--- src/rtl/dcache_miss_ctrl.sv ---
// Miss/hit sequencer for the 4-way data cache: lookup, victim writeback, refill, replay.
// Defining DCACHE_PERF_CNT_EN adds saturating hit_cnt_o/miss_cnt_o counters.
module dcache_miss_ctrl #(
  parameter int addr_width    = 32,
  parameter int block_size    = 16,
  parameter int associativity = 4
) (
  input  logic                                clock,
  input  logic                                rst,
  input  logic                                core_req_i,
  input  logic                                core_we_i,
  input  logic [addr_width-1:0]               core_addr_i,
  output logic                                core_gnt_o,
  output logic                                core_rvalid_o,
  input  logic                                tag_hit_i,
  input  logic [$clog2(associativity)-1:0]    hit_way_i,
  input  logic [$clog2(associativity)-1:0]    lru_way_i,
  input  logic                                victim_dirty_i,
  input  logic [addr_width-1:0]               victim_addr_i,
  output logic                                mem_req_o,
  output logic                                mem_we_o,
  output logic [addr_width-1:0]               mem_addr_o,
  input  logic                                mem_gnt_i,
  input  logic                                mem_rvalid_i,
  output logic                                arr_we_o,
  output logic [$clog2(associativity)-1:0]    arr_way_o,
  output logic [$clog2(block_size/4)-1:0]     arr_word_o,
  output logic                                tag_we_o,
  output logic                                lru_hit_o,
  output logic                                lru_miss_o,
  output logic [$clog2(associativity)-1:0]    lru_way_o,
`ifdef DCACHE_PERF_CNT_EN
  output logic [31:0]                         hit_cnt_o,
  output logic [31:0]                         miss_cnt_o,
`endif
  output logic                                busy_o
);

  localparam int WORDS = block_size / 4;
  localparam int WBITS = $clog2(WORDS);
  localparam int OBITS = $clog2(block_size);
  localparam int WAYB  = $clog2(associativity);
  localparam logic [WBITS:0] WORDS_N = (WBITS+1)'(WORDS);
  localparam logic [WBITS:0] LAST_N  = (WBITS+1)'(WORDS - 1);

  typedef enum logic [2:0] {IDLE, LOOKUP, RESP, WB, REFILL, UPDATE} state_t;

  state_t state, state_nxt;

  logic [addr_width-1:2] addr_q;
  logic                  we_q;
  logic                  replay_q;
  logic [WAYB-1:0]       vway_q;
  logic [addr_width-1:0] vaddr_q;
  logic [WBITS-1:0]      wcnt;
  logic [WBITS:0]        qcnt;
  logic [WBITS:0]        rcnt;

  logic take_req;
  logic lookup_hit;
  logic lookup_miss;
  logic wb_gnt;
  logic rf_gnt;
  logic rf_rsp;

  // Byte offset within a word never reaches the arrays or the bus.
  logic unused_addr_lsb;
  assign unused_addr_lsb = ^core_addr_i[1:0];

  always_comb begin
    state_nxt     = state;
    core_gnt_o    = 1'b0;
    core_rvalid_o = 1'b0;
    mem_req_o     = 1'b0;
    mem_we_o      = 1'b0;
    mem_addr_o    = '0;
    arr_we_o      = 1'b0;
    arr_way_o     = '0;
    arr_word_o    = '0;
    tag_we_o      = 1'b0;
    lru_hit_o     = 1'b0;
    lru_miss_o    = 1'b0;
    lru_way_o     = '0;
    busy_o        = 1'b0;
    take_req      = 1'b0;
    lookup_hit    = 1'b0;
    lookup_miss   = 1'b0;
    wb_gnt        = 1'b0;
    rf_gnt        = 1'b0;
    rf_rsp        = 1'b0;
    if (!rst) begin
      busy_o = (state != IDLE);
      case (state)
        IDLE: begin
          core_gnt_o = core_req_i;
          take_req   = core_req_i;
          if (core_req_i) state_nxt = LOOKUP;
        end
        LOOKUP: begin
          if (tag_hit_i) begin
            // The replay after a refill is a hit by construction; only the miss is reported to the LRU.
            lookup_hit = 1'b1;
            lru_hit_o  = !replay_q;
            lru_way_o  = hit_way_i;
            arr_way_o  = hit_way_i;
            arr_word_o = addr_q[OBITS-1:2];
            arr_we_o   = we_q;
            state_nxt  = RESP;
          end else begin
            lookup_miss = 1'b1;
            state_nxt   = victim_dirty_i ? WB : REFILL;
          end
        end
        RESP: begin
          core_rvalid_o = 1'b1;
          state_nxt     = IDLE;
        end
        WB: begin
          mem_req_o  = 1'b1;
          mem_we_o   = 1'b1;
          mem_addr_o = vaddr_q + addr_width'({wcnt, 2'b00});
          arr_way_o  = vway_q;
          arr_word_o = wcnt;
          wb_gnt     = mem_gnt_i;
          if (mem_gnt_i && (&wcnt)) state_nxt = REFILL;
        end
        REFILL: begin
          if (qcnt < WORDS_N) begin
            mem_req_o  = 1'b1;
            mem_addr_o = {addr_q[addr_width-1:OBITS], qcnt[WBITS-1:0], 2'b00};
            rf_gnt     = mem_gnt_i;
          end
          if (mem_rvalid_i && (rcnt < WORDS_N)) begin
            arr_we_o   = 1'b1;
            arr_way_o  = vway_q;
            arr_word_o = rcnt[WBITS-1:0];
            rf_rsp     = 1'b1;
            if (rcnt == LAST_N) state_nxt = UPDATE;
          end
        end
        UPDATE: begin
          tag_we_o   = 1'b1;
          lru_miss_o = 1'b1;
          lru_way_o  = vway_q;
          arr_way_o  = vway_q;
          state_nxt  = LOOKUP;
        end
        default: state_nxt = IDLE;
      endcase
    end
  end

  always_ff @(posedge clock) begin
    if (rst) begin
      state    <= IDLE;
      addr_q   <= '0;
      we_q     <= 1'b0;
      replay_q <= 1'b0;
      vway_q   <= '0;
      vaddr_q  <= '0;
      wcnt     <= '0;
      qcnt     <= '0;
      rcnt     <= '0;
    end else begin
      state <= state_nxt;
      if (take_req) begin
        addr_q   <= core_addr_i[addr_width-1:2];
        we_q     <= core_we_i;
        replay_q <= 1'b0;
      end
      if (lookup_miss) begin
        vway_q  <= lru_way_i;
        vaddr_q <= victim_addr_i;
      end
      // wcnt wraps to zero on the last writeback grant.
      if (wb_gnt) wcnt <= wcnt + 1'b1;
      if (rf_gnt) qcnt <= qcnt + 1'b1;
      if (rf_rsp) rcnt <= rcnt + 1'b1;
      if (state == UPDATE) begin
        replay_q <= 1'b1;
        qcnt     <= '0;
        rcnt     <= '0;
      end
    end
  end

`ifdef DCACHE_PERF_CNT_EN
  always_ff @(posedge clock) begin
    if (rst) begin
      hit_cnt_o  <= '0;
      miss_cnt_o <= '0;
    end else begin
      if (lookup_hit && !replay_q && (hit_cnt_o != 32'hFFFF_FFFF))
        hit_cnt_o <= hit_cnt_o + 32'd1;
      if (lookup_miss && (miss_cnt_o != 32'hFFFF_FFFF))
        miss_cnt_o <= miss_cnt_o + 32'd1;
    end
  end
`endif

  a_lru_excl: assert property (@(posedge clock) disable iff (rst) !(lru_hit_o && lru_miss_o));
  a_no_gnt_busy: assert property (@(posedge clock) disable iff (rst) busy_o |-> !core_gnt_o);

endmodule

--- config.mk ---
export PLATFORM = sky130hd
export DESIGN_NAME = dcache_miss_ctrl
export DESIGN_NICKNAME = d
export VERILOG_FILES = /design/src/rtl/dcache_miss_ctrl.sv
export SDC_FILE = /design/constraint.sdc
export NUM_CORES = 1
export LEC_CHECK = 0
export ABC_CLOCK_PERIOD_IN_PS = 4800
export CAP_MARGIN = 20
export CELL_PAD_IN_SITES_DETAIL_PLACEMENT = 1
export CELL_PAD_IN_SITES_GLOBAL_PLACEMENT = 1
export CORE_MARGIN = 2
export CORE_UTILIZATION = 36
export CTS_CLUSTER_SIZE = 16
export DETAILED_ROUTE_END_ITERATION = 16
export MAX_ROUTING_LAYER = met4
export PLACE_DENSITY = 0.82
export SYNTH_ARGS = -nofsm -noshare
export SYNTH_HDL_FRONTEND = slang
export SYNTH_SLANG_ARGS = --single-unit
--- constraint.sdc ---
create_clock -name clock -period 4.8 [get_ports clock]
set_input_delay 0.72 -clock clock [delete_from_list [all_inputs] [get_ports clock]]
set_output_delay 0.72 -clock clock [all_outputs]
set_load 0.1 [all_outputs]
Word level (Yosys, flattened, before mapping)

Index checks and enable logic that the tools add are counted.

$add $sub $neg: 4
$lt $le $gt $ge: 2
Eq/ne operators: 10
Mux-type cells: 51
Reductions and logical operators: 10

Operators by type and width:

| kind                                                | number |
|---|---|
| 2-to-1 mux 32 bit                                   | 2 |
| case mux 32 bit (2 select lines)                    | 1 |
| adder 32 x 4 -> 32 bit                              | 1 |
| 2-to-1 mux 1 bit                                    | 29 |
| 2-to-1 mux 3 bit                                    | 6 |
| case mux 3 bit (5 select lines)                     | 1 |
| 2-to-1 mux 2 bit                                    | 7 |
| case mux 2 bit (3 select lines)                     | 2 |
| equality test 3 x 2 -> 1 bit, second input constant | 3 |
| != test 2 bit, second input constant                | 4 |
| adder 3 x 1 -> 3 bit, second input constant         | 2 |
| equality test 3 bit, second input constant          | 2 |
| < comparator 3 bit, second input constant           | 2 |
| case mux 1 bit (2 select lines)                     | 2 |
| case mux 2 bit (2 select lines)                     | 1 |
| AND reduction 4 bit                                 | 1 |
| OR reduction 2 bit                                  | 2 |
| equality test 3 x 1 -> 1 bit, second input constant | 1 |
| zero test 3 bit                                     | 1 |
| nonzero test 3 bit                                  | 1 |
| adder 2 x 1 -> 2 bit, second input constant         | 1 |
| logical AND 1 bit                                   | 2 |
| AND reduction 2 bit                                 | 1 |
| nonzero test 2 bit                                  | 1 |
| zero test 1 bit                                     | 1 |

Register bits: 77
Bits of input ports: 76
Output and inout bits: 47
Logic and storage cells: 86

Logic depth before layout (Yosys ltp)

Gate-level depths: netlist of run 1.

Depth in word-level cells: 5
Gate-level depth with buffers: 7
Depth with buffers taken out: 6

Worst setup path before layout of run 1

OpenSTA, ideal clock, no wires.

Path kind: input to output
Start: input rst
End: output core_rvalid_o
Arrival time: 4.184 ns
Data required time: 4.080 ns
Path slack: -0.104 ns
Stages: 3
Buffers on the path: 2
Cell sequence: clkbuf_1 > clkbuf_1 > nor4b_1

Word-level cells in the longest chain between the ends: 1

Ends and longest elaborated chain:

| item             | RTL line | source |
|---|---|---|
| from (decl)      | 9        | `input logic rst,` |
| 2-to-1 mux 1 bit | 91       | `if (!rst) begin` |
| to (decl)        | 14       | `output logic core_rvalid_o,` |

No other way between the ends.

Worst setup path in the final report of run 1

Start: register state[2]
End: output mem_addr_o[4]

Word-level cells in the longest chain between the ends: 3
Elaborated cells between the ends (all ways): 4
Classes of those cells: 2 x eq/ne; 2 x mux

Ends and longest elaborated chain:

| item                                                                       | RTL line | source |
|---|---|---|
| from (decl)                                                                | 48       | `state_t state, state_nxt;` |
| from (signal assigned)                                                     | 165      | `state <= state_nxt;` |
| equality test 3 bit / equality test 3 x 2 -> 1 bit (equally long branches) | 93       | `case (state)` |
| case mux 32 bit (2 select lines) *                                         | 93       |  |
| 2-to-1 mux 32 bit *                                                        | 91       |  |
| to (decl)                                                                  | 22       | `output logic [addr_width-1:0] mem_addr_o,` |

Mark *: on every way between the ends. The rest lies on a longest branch, timed or not.

==> out/metrics.csv, run 1 <==
stage,metric,value,unit
cells_and_area,Syn-to-layout area delta,42.5,%
floorplan,Die Y,111,um
power_and_ir_drop,total power,1650,uW
clocking,CTS Buffer Depth,2,
critical_path,CP endpoint kind,output port,
clocking,Clock Root Buffer,clkbuf_16,
placement,HPWL after DPL,10200,um
power_and_ir_drop,Flop pwr share,43.5,%
timing,fin crit share,86.0,%
logic_synthesis,warning count from the yosys run,0,
drt,via density per instance,5.56,
power_and_ir_drop,Cell Int Power,1190,uW
clocking,post-CTS sizing,0,
critical_path,"Max FO, Critical Path",14,
logic_synthesis,synthesized cell area,0.00409,mm2
logic_synthesis,Mapped Cells,570,
job,Max Cap Violations,0,
critical_path,Critical Path RT,4.08,ns
floorplan,die area,0.0122,mm2
floorplan,Initial Util,37.2,%
drt,1st-pass router iterations,4,
power_and_ir_drop,Switch Pwr,452,uW
power_and_ir_drop,Comb pwr share,14.9,%
timing,setup total negative slack,0,ns
placement,RePlAce Congestion,0.874,
logic_synthesis,Post-synth top cells,"nand2_1 (170), a21oi_1 (77), dfxtp_1 (77)",
drt,Vias,4530,
logic_synthesis,Post-synth EDFFs,0,
grt,vias in the first global route,4698,
clocking,clock-pin transition on the worst setup and hold timing paths,0.06,ns
logic_synthesis,sequential area share after synthesis,37.7,%
power_and_ir_drop,worst vdd ir,0.158,mV
cells_and_area,layout cells sized above 1,10.5,%
timing,RSZ-0062 raised after global routing,no,
timing,fmax,242,MHz
critical_path,startpoint types,register,
timing,Slew HR,32.5,%
floorplan,site row count,38,
timing,pins over their slew limit,0,
timing,Tightest Pin Transition,1.01,ns
grt,Overall Global Routing Usage,23.8,%
drt,DRC,0,
logic_synthesis,Area contributors post-synth,"dfxtp_1 (38%), nand2_1 (16%), a21oi_1 (9.4%), nand3_1 (3.7%), clkbuf_1 (3.2%)",
logic_synthesis,register bit total from synthesis,77,
timing,fin crit period,4.13,ns
outcome,status,finished clean,
placement,# port buffers,120,
power_and_ir_drop,PwrDens,283,mW/mm2
grt,grt ovf,0,
clocking,clock latency on the worst-skew pair,0.34,ns
min_path,worst hold path class,register to register,
grt,largest net degree at the start of global routing,48,
floorplan,I/O Pins,123,
clocking,cts hold-fix bufs,0,
grt,global-route wire length before repair,23400,um
clocking,CTS tree,done,
clocking,H-tree levels,3,
timing,clock skew,0.00460,ns
logic_synthesis,top cell type's share of synthesized area,37.7,%
cells_and_area,Ant. Diodes,0,
floorplan,core footprint,0.0110,mm2
logic_synthesis,Synth cell types,51,
logic_synthesis,dominant synthesized flop cell,dfxtp_1,
clocking,CTS buffer count,9,
power_and_ir_drop,switching share of power,27.4,%
floorplan,die width,111,um
clocking,TritonCTS Sinks,77,
drt,1st-iter DRT viols,286,
critical_path,worst path arrival time,3.41,ns
power_and_ir_drop,Clk pwr share,41.5,%
logic_synthesis,ys async rst share,0,%
drt,DR WL/cell,17.6,um
drt,final WL,14400,um
critical_path,critical path class,register to output port,
power_and_ir_drop,LEAKAGE,0.00212,uW
logic_synthesis,"Avg Cell Area, Syn",7.18,um2
drt,Final ANT Viol Nets,0,
logic_synthesis,most frequent cell after synthesis,nand2_1,
timing,count of final setup violators,0,
grt,initial antenna violation count,0,
logic_synthesis,Syn Nets,653,
clocking,postcts setup bufs,0,
logic_synthesis,Yosys top cell by area,dfxtp_1,
timing,"Hold Vio Cnt, Final",0,
cells_and_area,final net count,753,
[worst paths after layout]
path | start | slack, ns | endpoint | depth (start not counted)
worst min-delay path | vaddr_q[0] | 0.45 | vaddr_q[0] | 2
worst min register to register | vaddr_q[0] | 0.45 | vaddr_q[0] | 2
worst max-delay path | state[2] | 0.67 | mem_addr_o[4] | 4
worst max register to register | state[1] | 2.59 | vaddr_q[23] | 5
[kinds of logic (layout without fill, tap and decap cells)]
group | Yosys count | count (layout) | synth area share [%]
AO/OA/AOI/OAI | 126 | 126 | 18.2
flip-flops | 77 | 77 | 37.7
adder cells (fa/ha/maj) | 7 | 7 | 2.32
AND/OR/NAND/NOR | 304 | 304 | 34.7
XOR/XNOR | 14 | 14 | 3.00
buffers and inverters | 42 | 147 | 4.13
[through the flow]
stage / utilization, % / hold slack [ns] / area [um2] / std cells / setup WS [ns]
finish: 53.1 / 0.453 / 5830 / 815 / 0.674
global route: 53.1 / 0.477 / 5830 / 815 / 0.499
CTS: 53.1 / 0.456 / 5830 / 815 / 0.677
detailed placement: 50.4 / 0.447 / 5530 / 799 / 0.990
global placement: 50.4 / 0.442 / 5530 / 799 / 1.09
floorplan: - / 0.432 / 4100 / 570 / 0.381
[power groups by stage]
stage / clock [uW] / sequential (uW) / combinational, uW
after floorplan: 0 / 713 / 142
after global routing: 709 / 722 / 269
after CTS: 690 / 717 / 248
final: 684 / 717 / 246
after detailed placement: 0 / 730 / 245
after global placement: 0 / 727 / 238
[sequential cells by signal, summed over array words and instances, names as in the netlist]
signal    flops
addr_q       30
wcnt          2
state         3
replay_q      1
qcnt          3
vway_q        2
vaddr_q      32
rcnt          3
we_q          1
[layout by cell type, fill, tap and decap left out, types with 8 or more instances in the layout]
master | netlist | final
nand4_1 | 14 | 14
clkbuf_16 | 0 | 9
nor2_1 | 35 | 35
nand3_1 | 30 | 30
nand2_1 | 170 | 170
clkdlybuf4s50_1 | 0 | 82
dfxtp_1 | 77 | 77
buf_4 | 1 | 25
o21ai_0 | 9 | 9
buf_12 | 0 | 19
a21oi_1 | 77 | 77
nor3_1 | 10 | 8
[per-layer routing]
| layer | wire (um) | share of wire [%] | GRT usage (%) | vias to the layer above |
|---|---|---|---|---|
| met2 | 7080 | 49 | 40.3 | 100 |
| met5 | 0 | 0 | - | - |
| met3 | 457 | 3.2 | 2.58 | 19 |
| met4 | 242 | 1.7 | 7.92 | 0 |
| li1 | - | - | - | 2193 |
| met1 | 6590 | 46 | 29.7 | 2218 |
[critical path, cell delays in order (launching register included)]
cell,delay (ns)
dfxtp_1,0.63
nor4b_2,0.90
a22oi_1,0.21
nor2_1,0.17
clkdlybuf4s50_1,1.16
[area by class of cell]
type	instances	area, um2
clock buffer	12	246
sequential	77	1540
tap	140	175
clock inverter	4	47.5
multi-input combinational	451	2410
fill	1372	5150
timing repair buffer	127	1390
inverter	4	15.0
Note: power is estimated with default switching activity, not from simulation.
==> run 2: changes to the inputs <==
--- a/config.mk
+++ b/config.mk
@@ -9,12 +9,13 @@
 export CAP_MARGIN = 20
 export CELL_PAD_IN_SITES_DETAIL_PLACEMENT = 1
 export CELL_PAD_IN_SITES_GLOBAL_PLACEMENT = 1
-export CORE_MARGIN = 2
-export CORE_UTILIZATION = 36
+export CORE_MARGIN = 1
+export CORE_UTILIZATION = 30
 export CTS_CLUSTER_SIZE = 16
 export DETAILED_ROUTE_END_ITERATION = 16
+export DONT_BUFFER_PORTS = 1
 export MAX_ROUTING_LAYER = met4
-export PLACE_DENSITY = 0.82
+export PLACE_DENSITY = 0.53
 export SYNTH_ARGS = -nofsm -noshare
 export SYNTH_HDL_FRONTEND = slang
 export SYNTH_SLANG_ARGS = --single-unit
==> out/metrics.csv, run 2 (synthesis gave the netlist of run 1 again) <==
stage,metric,value,unit
outcome,status,finished clean,
clocking,clock-pin transition on the worst setup and hold timing paths,0.06,ns
floorplan,site row count,42,
cells_and_area,Syn-to-layout area delta,27.0,%
min_path,worst hold path class,register to register,
grt,initial antenna violation count,0,
critical_path,reg2reg end,vaddr_q[21],
grt,busiest grt layer,met2,
grt,grt ovf,0,
timing,"Hold Vio Cnt, Final",0,
placement,HPWL after DPL,9950,um
timing,fmax,263,MHz
timing,setup total negative slack,0,ns
power_and_ir_drop,worst vdd ir,0.245,mV
drt,DRC,0,
timing,RSZ-0062 raised after global routing,no,
grt,GR Util met2,34.0,%
cells_and_area,"commonest non-fill, non-tap cells in the layout","nand2_1 (170), dfxtp_1 (77), a21oi_1 (74)",
clocking,clock latency on the worst-skew pair,0.34,ns
grt,global-route wire length before repair,22800,um
cells_and_area,"commonest non-fill, non-tap cell in the layout",nand2_1,
timing,pins over their slew limit,0,
power_and_ir_drop,switching share of power,26.6,%
floorplan,Initial Util,30.8,%
critical_path,startpoint types,register,
critical_path,worst setup path endpoint,lru_hit_o,
critical_path,"Max FO, Critical Path",12,
cells_and_area,Layout Cells excl Fill,772,
clocking,TritonCTS Sinks,77,
grt,Overall Global Routing Usage,21.4,%
cells_and_area,max reg flops,32,
power_and_ir_drop,Comb pwr share,10.6,%
power_and_ir_drop,PwrDens,318,mW/mm2
cells_and_area,Top reg by flops,vaddr_q,
cells_and_area,"Design Area, Final",0.00519,mm2
clocking,CTS Buffer Depth,2,
floorplan,I/O Pins,123,
grt,largest net degree at the start of global routing,81,
grt,met3 Usage GRT,4.20,%
timing,clock skew,0.00486,ns
drt,Final ANT Viol Nets,0,
timing,fin crit period,3.80,ns
cells_and_area,Ant. Diodes,0,
placement,area post-placement,0.00485,mm2
clocking,post-CTS sizing,0,
drt,via density per instance,5.37,
cells_and_area,final net count,674,
clocking,CTS buffer count,9,
floorplan,die area,0.0141,mm2
grt,met1 Use GR,27.7,%
drt,DR WL/cell,18.2,um
timing,Slew HR,29.3,%
critical_path,crit path from,state[0],
critical_path,Worst R2R Setup Slack,2.69,ns
power_and_ir_drop,Flop pwr share,43.4,%
critical_path,reg2reg start,state[1],
clocking,cts hold-fix bufs,0,
floorplan,die width,119,um
drt,final WL,14100,um
floorplan,Die Y,119,um
critical_path,CP endpoint kind,output port,
critical_path,critical path class,register to output port,
clocking,postcts setup bufs,0,
power_and_ir_drop,Cell Int Power,1210,uW
placement,RePlAce Congestion,0.789,
timing,count of final setup violators,0,
drt,1st-iter DRT viols,187,
timing,fin crit share,79.2,%
clocking,CTS tree,done,
clocking,H-tree levels,3,
critical_path,worst r2r path cells,5,
timing,Tightest Pin Transition,1.06,ns
cells_and_area,layout cells sized above 1,16.3,%
cells_and_area,Top Registers,"vaddr_q (32), addr_q (30)",
drt,1st-pass router iterations,4,
placement,# port buffers,0,
cells_and_area,Finished Core Util,39.1,%
critical_path,worst path arrival time,3.08,ns
power_and_ir_drop,Clk pwr share,46.0,%
drt,Vias,4148,
placement,Placed Cells,754,
power_and_ir_drop,Switch Pwr,439,uW
power_and_ir_drop,total power,1650,uW
power_and_ir_drop,LEAKAGE,0.00185,uW
min_path,Hold Crit Start,vaddr_q[0],
clocking,Clock Root Buffer,clkbuf_16,
floorplan,core footprint,0.0133,mm2
critical_path,Critical Path RT,4.08,ns
grt,vias in the first global route,4202,
job,Max Cap Violations,0,
[run 2: cell types whose count changed in the layout (fill, tap and decap cells not counted), sizes merged]
cell           change
clkdlybuf4s50     -82
buf                +2
bufinv             +1
clkinvlp           -1
clkbuf             +1
[run 2: worst min path at each step]
stage                        endpoint  slack, ns  cells past startpoint
final                      vaddr_q[0]       0.45                      2
after global routing             we_q       0.44                      1
after CTS                 vaddr_q[25]       0.43                      1
after detailed placement   vaddr_q[1]       0.44                      2
after global placement     vaddr_q[1]       0.44                      2
after floorplan            vaddr_q[0]       0.43                      2
[run 2: final cells by class]
cell class,instances,area (um2)
Fill cell,1628,8100
Multi-Input combinational cell,451,2490
Sequential cell,77,1540
Timing Repair Buffer,48,599
Clock buffer,12,256
Tap cell,176,220
Clock inverter,4,70.1
Inverter,4,15.0
[run 2: routing by layer]
metal	up-vias	share of wire (%)
met2	93	47
met5	-	0
met1	2006	48
met3	10	4.1
li1	2039	-
met4	0	1.1
[run 2: power groups by stage]
stage / Combinational [uW] / Clock, uW / Sequential [uW]
after floorplan: 142 / 0 / 713
after global placement: 170 / 0 / 729
after detailed placement: 175 / 0 / 731
after CTS: 176 / 782 / 717
after global routing: 195 / 799 / 723
final: 174 / 759 / 717
[run 2: worst max-delay path: stages, from the launching register on]
cell      delay (ns)
dfxtp_1         0.62
nand2b_1        0.28
nor3b_1         0.72
and2_1          0.26
nor2b_2         0.86
[run 2: stage by stage]
step	worst slack [ns]	hold slack (ns)
4_1_cts	0.986	0.431
2_1_floorplan	0.381	0.432
6_report	0.998	0.449
3_3_place_gp	1.43	0.435
5_1_grt	0.774	0.438
3_5_place_dp	1.34	0.440
